File: src/rtl/disp_ctrl_pkg.sv
// Shared types for the two-lane FIFO drain arbiter: state encodings,
// lane identifiers and the default burst length.
package disp_ctrl_pkg;

    typedef enum logic [1:0] {
        IDLE   = 2'b00,
        GRANT1 = 2'b01,
        GRANT2 = 2'b10
    } state_t;

    typedef enum logic {
        LANE1 = 1'b0,
        LANE2 = 1'b1
    } lane_t;

    localparam int BURST_MAX_DEF = 4;
    localparam int DATA_W        = 8;

endpackage

File: src/rtl/disp2_arbiter_ctrl_if.sv
// Lane FIFO flags/data, downstream pause and drained output of the arbiter.
interface disp2_arbiter_ctrl_if;
    import disp_ctrl_pkg::*;

    logic              empty_f1, empty_f2;
    logic              almost_full_f1, almost_full_f2;
    logic [DATA_W-1:0] data_f1, data_f2;
    logic              pause;
    logic              read_f1, read_f2;
    logic              write;
    logic [DATA_W-1:0] data_out;
    logic              valid_out;
    logic [1:0]        grant;

    modport master (
        input  empty_f1, empty_f2, almost_full_f1, almost_full_f2,
               data_f1, data_f2, pause,
        output read_f1, read_f2, write, data_out, valid_out, grant
    );

    modport slave (
        output empty_f1, empty_f2, almost_full_f1, almost_full_f2,
               data_f1, data_f2, pause,
        input  read_f1, read_f2, write, data_out, valid_out, grant
    );

endinterface

File: src/rtl/lane_pick.sv
// Chooses which lane to grant from IDLE: urgency (almost-full) first,
// otherwise the lane not served last; an empty lane is never chosen.
module lane_pick
    import disp_ctrl_pkg::*;
(
    input  logic  empty_f1,
    input  logic  empty_f2,
    input  logic  almost_full_f1,
    input  logic  almost_full_f2,
    input  lane_t last_lane,
    output logic  any_ready,
    output lane_t pick
);
    logic urg1, urg2;

    always_comb begin
        urg1      = !empty_f1 && almost_full_f1;
        urg2      = !empty_f2 && almost_full_f2;
        any_ready = !empty_f1 || !empty_f2;
        pick      = LANE1;
        if (urg1 != urg2)
            pick = urg1 ? LANE1 : LANE2;
        else if (empty_f1)
            pick = LANE2;
        else if (empty_f2)
            pick = LANE1;
        else
            pick = (last_lane == LANE1) ? LANE2 : LANE1;
    end

endmodule

File: src/rtl/disp2_arbiter_ctrl.sv
// Two-lane FIFO drain arbiter with bounded bursts, almost-full preemption
// and a two-stage read-to-output pipeline.
module disp2_arbiter_ctrl
    import disp_ctrl_pkg::*;
#(
    parameter int BURST_MAX = BURST_MAX_DEF
) (
    input  logic                 clk,
    input  logic                 reset,
    disp2_arbiter_ctrl_if.master bus
);
    localparam logic [2:0] BURST_LIM = 3'(BURST_MAX);

    state_t     state, state_nxt;
    lane_t      last_lane, last_nxt;
    lane_t      pick, sel_q;
    logic       any_ready;
    logic [2:0] burst, burst_nxt;
    logic       rd1, rd2;
    logic [1:0] vld_pipe;

    lane_pick u_pick (
        .empty_f1       (bus.empty_f1),
        .empty_f2       (bus.empty_f2),
        .almost_full_f1 (bus.almost_full_f1),
        .almost_full_f2 (bus.almost_full_f2),
        .last_lane      (last_lane),
        .any_ready      (any_ready),
        .pick           (pick)
    );

    always_comb begin
        rd1       = (state == GRANT1) && !bus.empty_f1 && !bus.pause;
        rd2       = (state == GRANT2) && !bus.empty_f2 && !bus.pause;
        state_nxt = state;
        last_nxt  = last_lane;
        // Count includes this cycle's read so the switch lands right after the last burst read.
        burst_nxt = burst;
        if ((rd1 || rd2) && burst != BURST_LIM)
            burst_nxt = burst + 3'd1;

        if (!bus.pause) begin
            case (state)
                IDLE: if (any_ready)
                    state_nxt = (pick == LANE1) ? GRANT1 : GRANT2;
                GRANT1: if (bus.empty_f1 ||
                            (burst_nxt == BURST_LIM && !bus.empty_f2) ||
                            (bus.almost_full_f2 && !bus.almost_full_f1)) begin
                    state_nxt = bus.empty_f2 ? IDLE : GRANT2;
                    last_nxt  = LANE1;
                end
                GRANT2: if (bus.empty_f2 ||
                            (burst_nxt == BURST_LIM && !bus.empty_f1) ||
                            (bus.almost_full_f1 && !bus.almost_full_f2)) begin
                    state_nxt = bus.empty_f1 ? IDLE : GRANT1;
                    last_nxt  = LANE2;
                end
                default: state_nxt = IDLE;
            endcase
        end

        if (state_nxt != state)
            burst_nxt = 3'd0;

        bus.read_f1   = rd1;
        bus.read_f2   = rd2;
        bus.grant     = state;
        bus.valid_out = vld_pipe[1];
    end

    always_ff @(posedge clk or posedge reset) begin
        if (reset) begin
            state     <= IDLE;
            last_lane <= LANE2;
            burst     <= 3'd0;
        end else begin
            state     <= state_nxt;
            last_lane <= last_nxt;
            burst     <= burst_nxt;
        end
    end

    // Stage 1 remembers which lane was popped; stage 2 captures that lane's data.
    always_ff @(posedge clk or posedge reset) begin
        if (reset) begin
            vld_pipe     <= 2'b00;
            sel_q        <= LANE1;
            bus.data_out <= '0;
            bus.write    <= 1'b0;
        end else begin
            vld_pipe <= {vld_pipe[0], rd1 || rd2};
            if (rd1 || rd2)
                sel_q <= rd2 ? LANE2 : LANE1;
            if (vld_pipe[0])
                bus.data_out <= (sel_q == LANE2) ? bus.data_f2 : bus.data_f1;
            bus.write <= !(bus.almost_full_f1 || bus.almost_full_f2);
        end
    end

endmodule

File: src/flat_wrapper.sv
// flat-port wrapper written by rule: the top's interface ports become plain ports
module disp2_arbiter_ctrl_flat import disp_ctrl_pkg::*;
#(
    parameter int BURST_MAX = BURST_MAX_DEF
)
  (clk, reset, bus_empty_f1, bus_empty_f2, bus_almost_full_f1, bus_almost_full_f2, bus_data_f1, bus_data_f2, bus_pause, bus_read_f1, bus_read_f2, bus_write, bus_data_out, bus_valid_out, bus_grant);
  disp2_arbiter_ctrl_if bus_i ();
  input  logic clk;
  input  logic reset;
  input wire logic [$bits(bus_i.empty_f1)-1:0] bus_empty_f1;
  input wire logic [$bits(bus_i.empty_f2)-1:0] bus_empty_f2;
  input wire logic [$bits(bus_i.almost_full_f1)-1:0] bus_almost_full_f1;
  input wire logic [$bits(bus_i.almost_full_f2)-1:0] bus_almost_full_f2;
  input wire logic [$bits(bus_i.data_f1)-1:0] bus_data_f1;
  input wire logic [$bits(bus_i.data_f2)-1:0] bus_data_f2;
  input wire logic [$bits(bus_i.pause)-1:0] bus_pause;
  output wire logic [$bits(bus_i.read_f1)-1:0] bus_read_f1;
  output wire logic [$bits(bus_i.read_f2)-1:0] bus_read_f2;
  output wire logic [$bits(bus_i.write)-1:0] bus_write;
  output wire logic [$bits(bus_i.data_out)-1:0] bus_data_out;
  output wire logic [$bits(bus_i.valid_out)-1:0] bus_valid_out;
  output wire logic [$bits(bus_i.grant)-1:0] bus_grant;
  assign bus_i.empty_f1 = bus_empty_f1;
  assign bus_i.empty_f2 = bus_empty_f2;
  assign bus_i.almost_full_f1 = bus_almost_full_f1;
  assign bus_i.almost_full_f2 = bus_almost_full_f2;
  assign bus_i.data_f1 = bus_data_f1;
  assign bus_i.data_f2 = bus_data_f2;
  assign bus_i.pause = bus_pause;
  assign bus_read_f1 = bus_i.read_f1;
  assign bus_read_f2 = bus_i.read_f2;
  assign bus_write = bus_i.write;
  assign bus_data_out = bus_i.data_out;
  assign bus_valid_out = bus_i.valid_out;
  assign bus_grant = bus_i.grant;
  disp2_arbiter_ctrl #(.BURST_MAX(BURST_MAX)) u_core (.clk(clk), .reset(reset), .bus(bus_i));
endmodule
File: config.mk
export PLATFORM = sky130hd
export DESIGN_NAME = disp2_arbiter_ctrl_flat
export DESIGN_NICKNAME = d
export VERILOG_FILES = /design/src/rtl/disp_ctrl_pkg.sv /design/src/rtl/disp2_arbiter_ctrl_if.sv /design/src/rtl/lane_pick.sv /design/src/rtl/disp2_arbiter_ctrl.sv /design/src/flat_wrapper.sv
export SDC_FILE = /design/constraint.sdc
export NUM_CORES = 1
export LEC_CHECK = 0
export CORE_ASPECT_RATIO = 1.2
export CORE_UTILIZATION = 41
export DETAILED_ROUTE_END_ITERATION = 8
export GPL_ROUTABILITY_DRIVEN = 0
export PLACE_DENSITY = 0.75
export SKIP_CTS_REPAIR_TIMING = 1
export SLEW_MARGIN = 5
export SYNTH_ARGS = -nofsm -noshare
export SYNTH_HDL_FRONTEND = slang
export SYNTH_HIERARCHICAL = 1
export SYNTH_SLANG_ARGS = --single-unit
File: constraint.sdc
create_clock -name clk -period 2.1 [get_ports clk]
set_clock_uncertainty 0.1 [all_clocks]
set_input_delay 0.21 -clock clk [delete_from_list [all_inputs] [get_ports clk]]
set_output_delay 0.21 -clock clk [all_outputs]
set_load 0.1 [all_outputs]
==> impl_metrics.py, run 1 <==
metrics = {
    "synth": {
        "yosysMostFrequentCell": "dfrtp_1",
        "netlist_instances": 127,
        "async_reset_ff_share_pct": 100.0,
        "synthDistinctLibCells": 38,
        "yosysTopAreaCell": "dfrtp_1",
        "ys.warnings.count": 6,
        "synth_area_leaders": "dfrtp_1 37%, mux2i_1 8.7%, a21oi_1 5.6%",
        "syn_area_mm2": 0.001156,
        "synth.top_cell.area_share_pct": 36.80,
        "synth_seq_cells": 18,
        "avgSynthCellArea_um2": 9.103,
        "synth_top_flop_cell": "dfrtp_1",
        "synth_common_cells": "17 x dfrtp_1, 13 x a21oi_1, 12 x inv_1, 12 x nand2_1, 11 x nor2_1",
        "synth_edf_count": 0,
        "syn-num-nets": 152,
        "synth_seq_area_share_pct": 39.07,
    },
    "clocking": {
        "cts_buffers": 3,
        "clk_pin_slew_worst_paths_ns": 0.10,
        "insertion_delay_ns": 0.30,
        "cts_tree": "done",
        "clockBufferDepth": 2,
        "root_buffer": "clkbuf_4",
        "numClockSinks": 18,
        "htree_levels": 1,
    },
    "worst_setup_path": {
        "cp_max_fo": 5,
        "slowest_delay_ns": 0.56,
        "critPathBufInv": 4,
        "critPathSlowestCell": "or4b_4",
        "crit_top_cell": "buf_4",
        "cp_cell_sequence": "or4b_4 -> buf_4 -> clkinvlp_4 -> buf_4 -> buf_12",
        "required_ns": 1.79,
        "critPathKind": "flop to output port",
        "worstSetupEndpointType": "output port",
        "start_kind": "flop",
        "crit_family": "simple AND/OR/NAND/NOR gates",
        "cp.arrival_ns": 1.91,
    },
    "sta": {
        "setup_tns_ns": -0.5256,
        "hold_viol_final": 0,
        "slew-limit-headroom_pct": 69.81,
        "rsz0062_at_grt": "yes",
        "period_minus_slack_ns": 2.218,
        "finalCritPeriodShare_pct": 105.6,
        "setup_violations": 6,
        "final.setup.worst_slack_ns": -0.1178,
        "fmax_mhz": 450.9,
        "maxSlewViolCount": 0,
        "tightest_slew_ns": 0.4528,
    },
    "floorplanning": {
        "initial_core_util_pct": 44.42,
        "row_count": 20,
        "coreArea_mm2": 0.002603,
        "io_pins": 37,
        "die_x_um": 50.48,
        "die_area_mm2": 0.003037,
        "die_h_um": 60.17,
    },
    "final_layout": {
        "nets": 207,
        "diodes": 0,
        "stdcell_area_mm2": 0.001773,
        "layout-area-overhead-vs-synth_pct": 53.35,
        "drive_gt1_share_pct": 32.04,
    },
    "grt": {
        "grt_pass1_vias": 1094,
        "gr-total-overflow": 0,
        "grt_pass1_wl_um": 4719,
        "grt_use_total_pct": 21.29,
        "antenna_found_initial": 0,
        "grt_max_degree": 19,
    },
    "detailed_routing": {
        "drt.antenna.violating_nets": 0,
        "wl_met3_um": 263,
        "top_layer_used": "met4",
        "drtIter0Drc": 28,
        "drt-total-wl_um": 3043,
        "firstDrtPassIters": 4,
        "vias_per_cell": 5.402,
        "vias": 1156,
        "drc_errors": 0,
        "wl_met1_um": 1195,
        "route.met2.wl_um": 1499,
        "wl_per_cell_um": 14.22,
    },
    "outcome": {
        "outcome": "complete, but fails checks",
        "violations": "setup timing",
    },
    "place": {
        "dp_hpwl_um": 2408,
        "portBuffers": 36,
        "post_dp_cell_area_mm2": 0.001692,
    },
    "power_and_ir_drop": {
        "p_per_area_mw_per_mm2": 1278,
        "peakVddDrop_mv": 0.8899,
        "power.leakage_nw": 0.7609,
    },
    "run": {
        "maxCapViolCount": 0,
    },
    "worst_hold_path": {
        "hold_path_class": "input pin to asynchronous set/reset pin",
    },
}
## stage by stage
| stage | instances | utilization (%) | worst slack, ns | hold slack [ns] | power (W) |
|---|---|---|---|---|---|
| 2_1_floorplan | 127 | - | -0.5105 | 0.04788 | 0.001668 |
| 5_1_grt | 214 | 68.13 | -0.1890 | 0.1647 | 0.002374 |
| 3_5_place_dp | 210 | 65.00 | -0.3979 | 0.4244 | 0.002031 |
| 4_1_cts | 214 | 66.39 | -0.2172 | 0.1352 | 0.002244 |
| 3_3_place_gp | 210 | 65.00 | -0.3405 | 0.4161 | 0.002003 |
| 6_report | 214 | 68.13 | -0.1178 | 0.1359 | 0.002265 |
## layout make-up
type	instances	area, um2
clock buffer	4	36.28
fill	201	829.5
multi-input combinational	89	660.6
sequential	18	459.2
tap	33	41.29
timing repair buffer	58	523.0
inverter	12	52.55
## worst min-delay path, delay by kind of cell
| kind | cells | cell delay (ns) |
|---|---|---|
| buffers and inverters | 3 | 0.70 |
## per-layer routing
metal / track usage [%] / vias to the layer above
met5: 0 / -
met4: 13.49 / 0
met3: 4.326 / 10
met2: 38.48 / 59
met1: 22.50 / 518
li1: - / 569
## worst paths after layout
kind	start	to	slack (ns)	depth (start not counted)
setup / recovery	u_core/bus.grant[0]	bus_read_f2	-0.12	5
hold / removal	reset	u_core/bus.write	0.14	3
setup reg to reg	u_core/bus.grant[0]	u_core/burst[1]	-0.12	5
hold reg to reg	u_core/bus.data_out[1]	u_core/bus.data_out[1]	0.44	2
max in group asynchronous	reset	u_core/last_lane	1.51	3
min in group clk	bus_almost_full_f2	u_core/bus.write	0.39	2
## cell families (layout without fill, tap and decap cells)
| group | Yosys count | count (layout) | share of synthesized area (%) |
|---|---|---|---|
| simple gates | 42 | 42 | 19.05 |
| compound gates | 34 | 34 | 22.19 |
| xor+xnor | 1 | 1 | 0.7577 |
| buf+inv | 20 | 74 | 8.116 |
| mux | 10 | 10 | 8.658 |
| flops | 18 | 18 | 39.07 |
| fa+ha+maj | 2 | 2 | 2.164 |
## placed cells by master, fill, tap and decap left out, types with 2 or more instances in the layout
cell type,instances
clkdlybuf4s50_1,22
or4b_4,2
nand2b_1,4
a31oi_1,3
nand3_1,3
a311o_1,2
a211oi_2,2
nand2_1,12
dfrtp_4,2
buf_6,2
clkinvlp_4,2
a211oi_1,4
a21oi_1,10
buf_4,32
nor2_1,11
buf_12,2
mux2i_1,10
clkbuf_4,3
inv_1,10
dfrtp_1,15
a21oi_2,3
## report_power, final
group	internal [W]	total, W	switching [W]	leakage [nW]
clock	0.000106	0.000212	0.000106	0.0210
combinational	0.000437	0.00145	0.00102	0.528
sequential	0.000480	0.000602	0.000122	0.212
## sequential cells by signal, indices dropped and copies added (netlist names)
signal,cells
u_core/burst,3
u_core/bus.grant,2
u_core/bus.data_out,8
u_core/bus.write,1
u_core/vld_pipe,2
u_core/sel_q,1
u_core/last_lane,1
No activity file was read; power rests on OpenSTA's default activity.
==> run 2: changes to the inputs <==
CORE_ASPECT_RATIO = 1.4   (was 1.2)
SKIP_LAST_GASP = 1   (was default)
==> impl_metrics.py, run 2 (synthesized netlist as in run 1, its figures left out) <==
metrics = {
    "detailed_routing": {
        "drc_errors": 0,
        "vias": 1181,
        "vias_per_cell": 5.468,
        "drt.antenna.violating_nets": 0,
        "wl_per_cell_um": 14.49,
        "drt-total-wl_um": 3130,
        "drtIter0Drc": 53,
        "firstDrtPassIters": 4,
    },
    "sta": {
        "period_minus_slack_ns": 2.300,
        "fmax_mhz": 434.8,
        "setup_tns_ns": -0.8588,
        "final.setup.worst_slack_ns": -0.1998,
        "slew-limit-headroom_pct": 57.99,
        "hold_viol_final": 0,
        "maxSlewViolCount": 0,
        "setup_violations": 7,
        "finalCritPeriodShare_pct": 109.5,
        "rsz0062_at_grt": "yes",
        "tightest_slew_ns": 0.6295,
    },
    "power_and_ir_drop": {
        "combPwrFrac_pct": 64.1,
        "intPower_w": 0.001010,
        "power_frac_seq_pct": 26.6,
        "clock_power_share_pct": 9.2,
        "peakVddDrop_mv": 1.062,
        "power.leakage_nw": 0.7553,
        "p_per_area_mw_per_mm2": 1251,
        "netSwitchingPower_w": 0.001247,
        "switching_share_pct": 55.24,
    },
    "worst_setup_path": {
        "regToRegSetupSlack_ns": -0.20,
        "cp.arrival_ns": 2.41,
        "worstSetupEndpointType": "flop",
        "worstRegToRegCells": 5,
        "cp_max_fo": 5,
        "required_ns": 2.21,
        "critPathKind": "flop to flop",
        "rr_startpoint": "u_core/bus.grant[0]",
        "timing.rr.end": "u_core/burst[0]",
        "start_kind": "flop",
    },
    "grt": {
        "gr-total-overflow": 0,
        "antenna_found_initial": 0,
        "grt_max_degree": 19,
        "grt_pass1_vias": 1082,
        "grt_use_total_pct": 22.02,
        "grt_pass1_wl_um": 4767,
    },
    "run": {
        "maxCapViolCount": 0,
    },
    "final_layout": {
        "regArea_um2": 459.2,
        "fin_cells": 216,
        "mostFrequentLayoutCells": "31 x buf_4, 22 x clkdlybuf4s50_1, 15 x dfrtp_1",
        "layout-area-overhead-vs-synth_pct": 56.06,
        "stdcell_area_mm2": 0.001804,
        "largest_reg_flops": 8,
        "diodes": 0,
        "drive_gt1_share_pct": 31.67,
        "final_common_cell": "buf_4",
        "nets": 206,
        "reg_top3": "u_core/bus.data_out: 8 flops, u_core/burst: 3 flops",
        "multiInputGateArea_um2": 695.7,
        "fillers": 219,
        "largest_register": "u_core/bus.data_out",
    },
    "outcome": {
        "violations": "setup timing",
        "outcome": "complete, but fails checks",
    },
    "clocking": {
        "htree_levels": 1,
        "cts_tree": "done",
        "cts_buffers": 3,
        "root_buffer": "clkbuf_4",
        "numClockSinks": 18,
        "clockBufferDepth": 2,
        "clk_pin_slew_worst_paths_ns": 0.09,
        "insertion_delay_ns": 0.30,
    },
    "place": {
        "portBuffers": 36,
        "placed_cells": 212,
        "post_dp_cell_area_mm2": 0.001688,
        "dp_hpwl_um": 2449,
    },
    "floorplanning": {
        "coreArea_mm2": 0.002643,
        "die_x_um": 46.88,
        "die_h_um": 64.83,
        "die_area_mm2": 0.003039,
        "initial_core_util_pct": 43.75,
        "row_count": 22,
        "io_pins": 37,
    },
    "worst_hold_path": {
        "hold_path_class": "input pin to asynchronous set/reset pin",
    },
}
-- run 2: changes by cell type in the layout (fill, tap and decap cells not counted), sizes merged --
cell	change
buf	-1
-- run 2: routing by layer --
layer	vias up	part of all wire [%]	GRT usage, %
li1	564	-	-
met1	563	39	27.03
met2	47	52	34.90
met3	7	6.6	4.457
met4	0	2.4	11.43
met5	-	0	0
-- run 2: area by class of cell --
| type | instances | share of cell area, % |
|---|---|---|
| clock buffer | 4 | 2.011 |
| inverter | 12 | 2.913 |
| multi-input combinational | 89 | 38.56 |
| sequential | 18 | 25.45 |
| tap | 36 | 2.497 |
| timing repair buffer | 57 | 28.57 |
-- run 2: worst max path at each step --
stage / startpoint / to / slack, ns / depth (start not counted)
CTS: u_core/bus.grant[1] / u_core/burst[0] / -0.24 / 5
floorplan: u_core/bus.grant[1] / u_core/burst[0] / -0.51 / 8
global placement: bus_pause / u_core/burst[0] / -0.39 / 6
finish: u_core/bus.grant[0] / u_core/burst[0] / -0.20 / 5
global route: u_core/bus.grant[0] / u_core/burst[0] / -0.24 / 5
detailed placement: bus_pause / u_core/burst[1] / -0.47 / 6
-- run 2: per-stage QoR --
step / total power [W] / hold slack (ns) / setup slack [ns] / util, %
global placement: 0.001995 / 0.4123 / -0.3875 / 63.87
floorplan: 0.001668 / 0.04788 / -0.5105 / -
CTS: 0.002229 / 0.2024 / -0.2397 / 65.25
finish: 0.002257 / 0.1813 / -0.1998 / 68.28
global route: 0.002364 / 0.2456 / -0.2392 / 68.28
detailed placement: 0.002018 / 0.4283 / -0.4733 / 63.87
-- run 2: power groups by stage --
stage | logic [W] | registers [W] | clock network [W]
after detailed placement | 0.00141 | 0.000607 | 0
final | 0.00145 | 0.000601 | 0.000209
after CTS | 0.00141 | 0.000601 | 0.000214
after global placement | 0.00139 | 0.000602 | 0
after floorplan | 0.000470 | 0.00120 | 0
after global routing | 0.00151 | 0.000619 | 0.000232
-- run 2: worst max-delay path, stage by stage (launching register included) --
cell and delay [ns]:
dfrtp_4 0.50, or4b_4 0.56, a2111oi_4 0.37, a211oi_1 0.10, o32a_1 0.38, a211oi_1 0.21
==> run 3: changes to the inputs <==
CORE_UTILIZATION = 43   (was 41)
CTS_BUF_LIST = sky130_fd_sc_hd__clkbuf_4 sky130_fd_sc_hd__clkbuf_8   (was default)
PLACE_DENSITY = 0.78   (was 0.75)
SLEW_MARGIN = default   (was 5)
==> impl_metrics.py, run 3 (synthesized netlist as in run 1, its figures left out) <==
metrics = {
    "outcome": {
        "outcome": "complete, but fails checks",
        "violations": "setup timing",
    },
    "detailed_routing": {
        "drt-total-wl_um": 3124,
        "vias_per_cell": 5.631,
        "drt.antenna.violating_nets": 0,
        "wl_per_cell_um": 14.60,
        "drc_errors": 0,
        "firstDrtPassIters": 4,
        "vias": 1205,
        "drtIter0Drc": 17,
    },
    "worst_setup_path": {
        "worstSetupEndpointType": "flop",
        "regToRegSetupSlack_ns": -0.12,
        "crit_start": "u_core/bus.grant[0]",
        "start_kind": "flop",
        "rr_startpoint": "u_core/bus.grant[0]",
        "cp_max_fo": 4,
        "critPathKind": "flop to flop",
        "cp.arrival_ns": 2.33,
        "required_ns": 2.21,
    },
    "sta": {
        "fmax_mhz": 450.6,
        "hold_viol_final": 0,
        "maxSlewViolCount": 0,
        "final.setup.worst_slack_ns": -0.1192,
        "tightest_slew_ns": 0.6643,
        "rsz0062_at_grt": "yes",
        "slew-limit-headroom_pct": 55.67,
        "setup_violations": 7,
        "period_minus_slack_ns": 2.219,
        "finalCritPeriodShare_pct": 105.7,
    },
    "final_layout": {
        "mostFrequentLayoutCells": "31 x buf_4, 22 x clkdlybuf4s50_1, 15 x dfrtp_1",
        "nets": 206,
        "largest_reg_flops": 8,
        "final_common_cell": "buf_4",
        "stdcell_area_mm2": 0.001759,
        "reg_top3": "u_core/bus.data_out: 8 flops, u_core/burst: 3 flops",
        "largest_register": "u_core/bus.data_out",
        "drive_gt1_share_pct": 32.22,
        "diodes": 0,
        "layout-area-overhead-vs-synth_pct": 52.16,
        "fin_cells": 214,
    },
    "place": {
        "portBuffers": 36,
        "dp_slack_ns": -0.4133,
        "placed_cells": 209,
        "dp_hpwl_um": 2515,
        "post_dp_cell_area_mm2": 0.001678,
    },
    "power_and_ir_drop": {
        "clock_power_share_pct": 8.3,
        "power.leakage_nw": 0.7545,
        "combPwrFrac_pct": 64.8,
        "intPower_w": 0.001005,
        "netSwitchingPower_w": 0.001246,
        "switching_share_pct": 55.34,
        "peakVddDrop_mv": 0.9782,
        "p_per_area_mw_per_mm2": 1280,
        "power_frac_seq_pct": 27.0,
    },
    "floorplanning": {
        "die_h_um": 63.35,
        "initial_core_util_pct": 46.81,
        "die_area_mm2": 0.002903,
        "row_count": 21,
        "io_pins": 37,
        "coreArea_mm2": 0.002470,
        "die_x_um": 45.82,
    },
    "clocking": {
        "htree_levels": 1,
        "clockBufferDepth": 2,
        "insertion_delay_ns": 0.29,
        "clk_pin_slew_worst_paths_ns": 0.10,
        "numClockSinks": 18,
        "root_buffer": "clkbuf_4",
        "cts_buffers": 3,
        "cts_tree": "done",
    },
    "grt": {
        "gr-total-overflow": 0,
        "grt_use_total_pct": 22.63,
        "grt_pass1_wl_um": 4830,
        "grt_max_degree": 19,
        "antenna_found_initial": 0,
        "grt_pass1_vias": 1147,
    },
    "run": {
        "maxCapViolCount": 0,
    },
    "worst_hold_path": {
        "hold_path_class": "input pin to asynchronous set/reset pin",
    },
}
==> run 3: cell counts in the layout (fill, tap and decap cells not counted) <==
Identical to the previous run, type by type.
==> run 3: through the flow <==
stage | total power, W | utilization (%) | setup TNS (ns) | hold WS [ns]
2_1_floorplan | 0.001668 | - | -2.653 | 0.04788
3_3_place_gp | 0.001993 | 67.93 | -1.822 | 0.4112
3_5_place_dp | 0.002035 | 67.93 | -2.093 | 0.4229
4_1_cts | 0.002224 | 69.15 | -1.015 | 0.2324
5_1_grt | 0.002358 | 71.23 | -0.9388 | 0.2790
6_report | 0.002251 | 71.23 | -0.4855 | 0.2123
==> run 3: final timing paths <==
check                      cells past startpoint                     end
setup / recovery                               5         u_core/burst[2]
hold / removal                                 2            u_core/sel_q
setup reg to reg                               5         u_core/burst[2]
hold reg to reg                                2  u_core/bus.data_out[7]
max in group asynchronous                      2     u_core/bus.grant[1]
min in group clk                               2        u_core/bus.write
==> run 3: final cells by class <==
| cell class | instances | area [um2] |
|---|---|---|
| fillers | 208 | 710.7 |
| multi-input cells | 89 | 659.4 |
| repair buffers | 57 | 515.5 |
| flip-flops and latches | 18 | 459.2 |
| inverters | 12 | 52.55 |
| well taps | 34 | 42.54 |
| clock buffers | 4 | 30.03 |
==> run 3: power by group through the flow <==
| stage | Combinational (W) | Clock (W) | Sequential, W |
|---|---|---|---|
| finish | 0.00146 | 0.000186 | 0.000608 |
| global route | 0.00152 | 0.000208 | 0.000625 |
| CTS | 0.00142 | 0.000194 | 0.000610 |
| detailed placement | 0.00142 | 0 | 0.000616 |
| global placement | 0.00139 | 0 | 0.000605 |
| floorplan | 0.000470 | 0 | 0.00120 |
==> run 3: critical path: stages (launching register included) <==
cell       delay, ns
dfrtp_4         0.51
or4b_4          0.54
a2111oi_4       0.38
a211oi_1        0.10
o32a_1          0.36
a211oi_2        0.16
==> run 3: per-layer routing <==
layer	global-route usage, %	routed length [um]	vias to the layer above
met1	23.81	1096	561
li1	-	-	568
met4	12.13	79	0
met2	40.36	1717	62
met3	3.438	231	14
met5	0	0	-
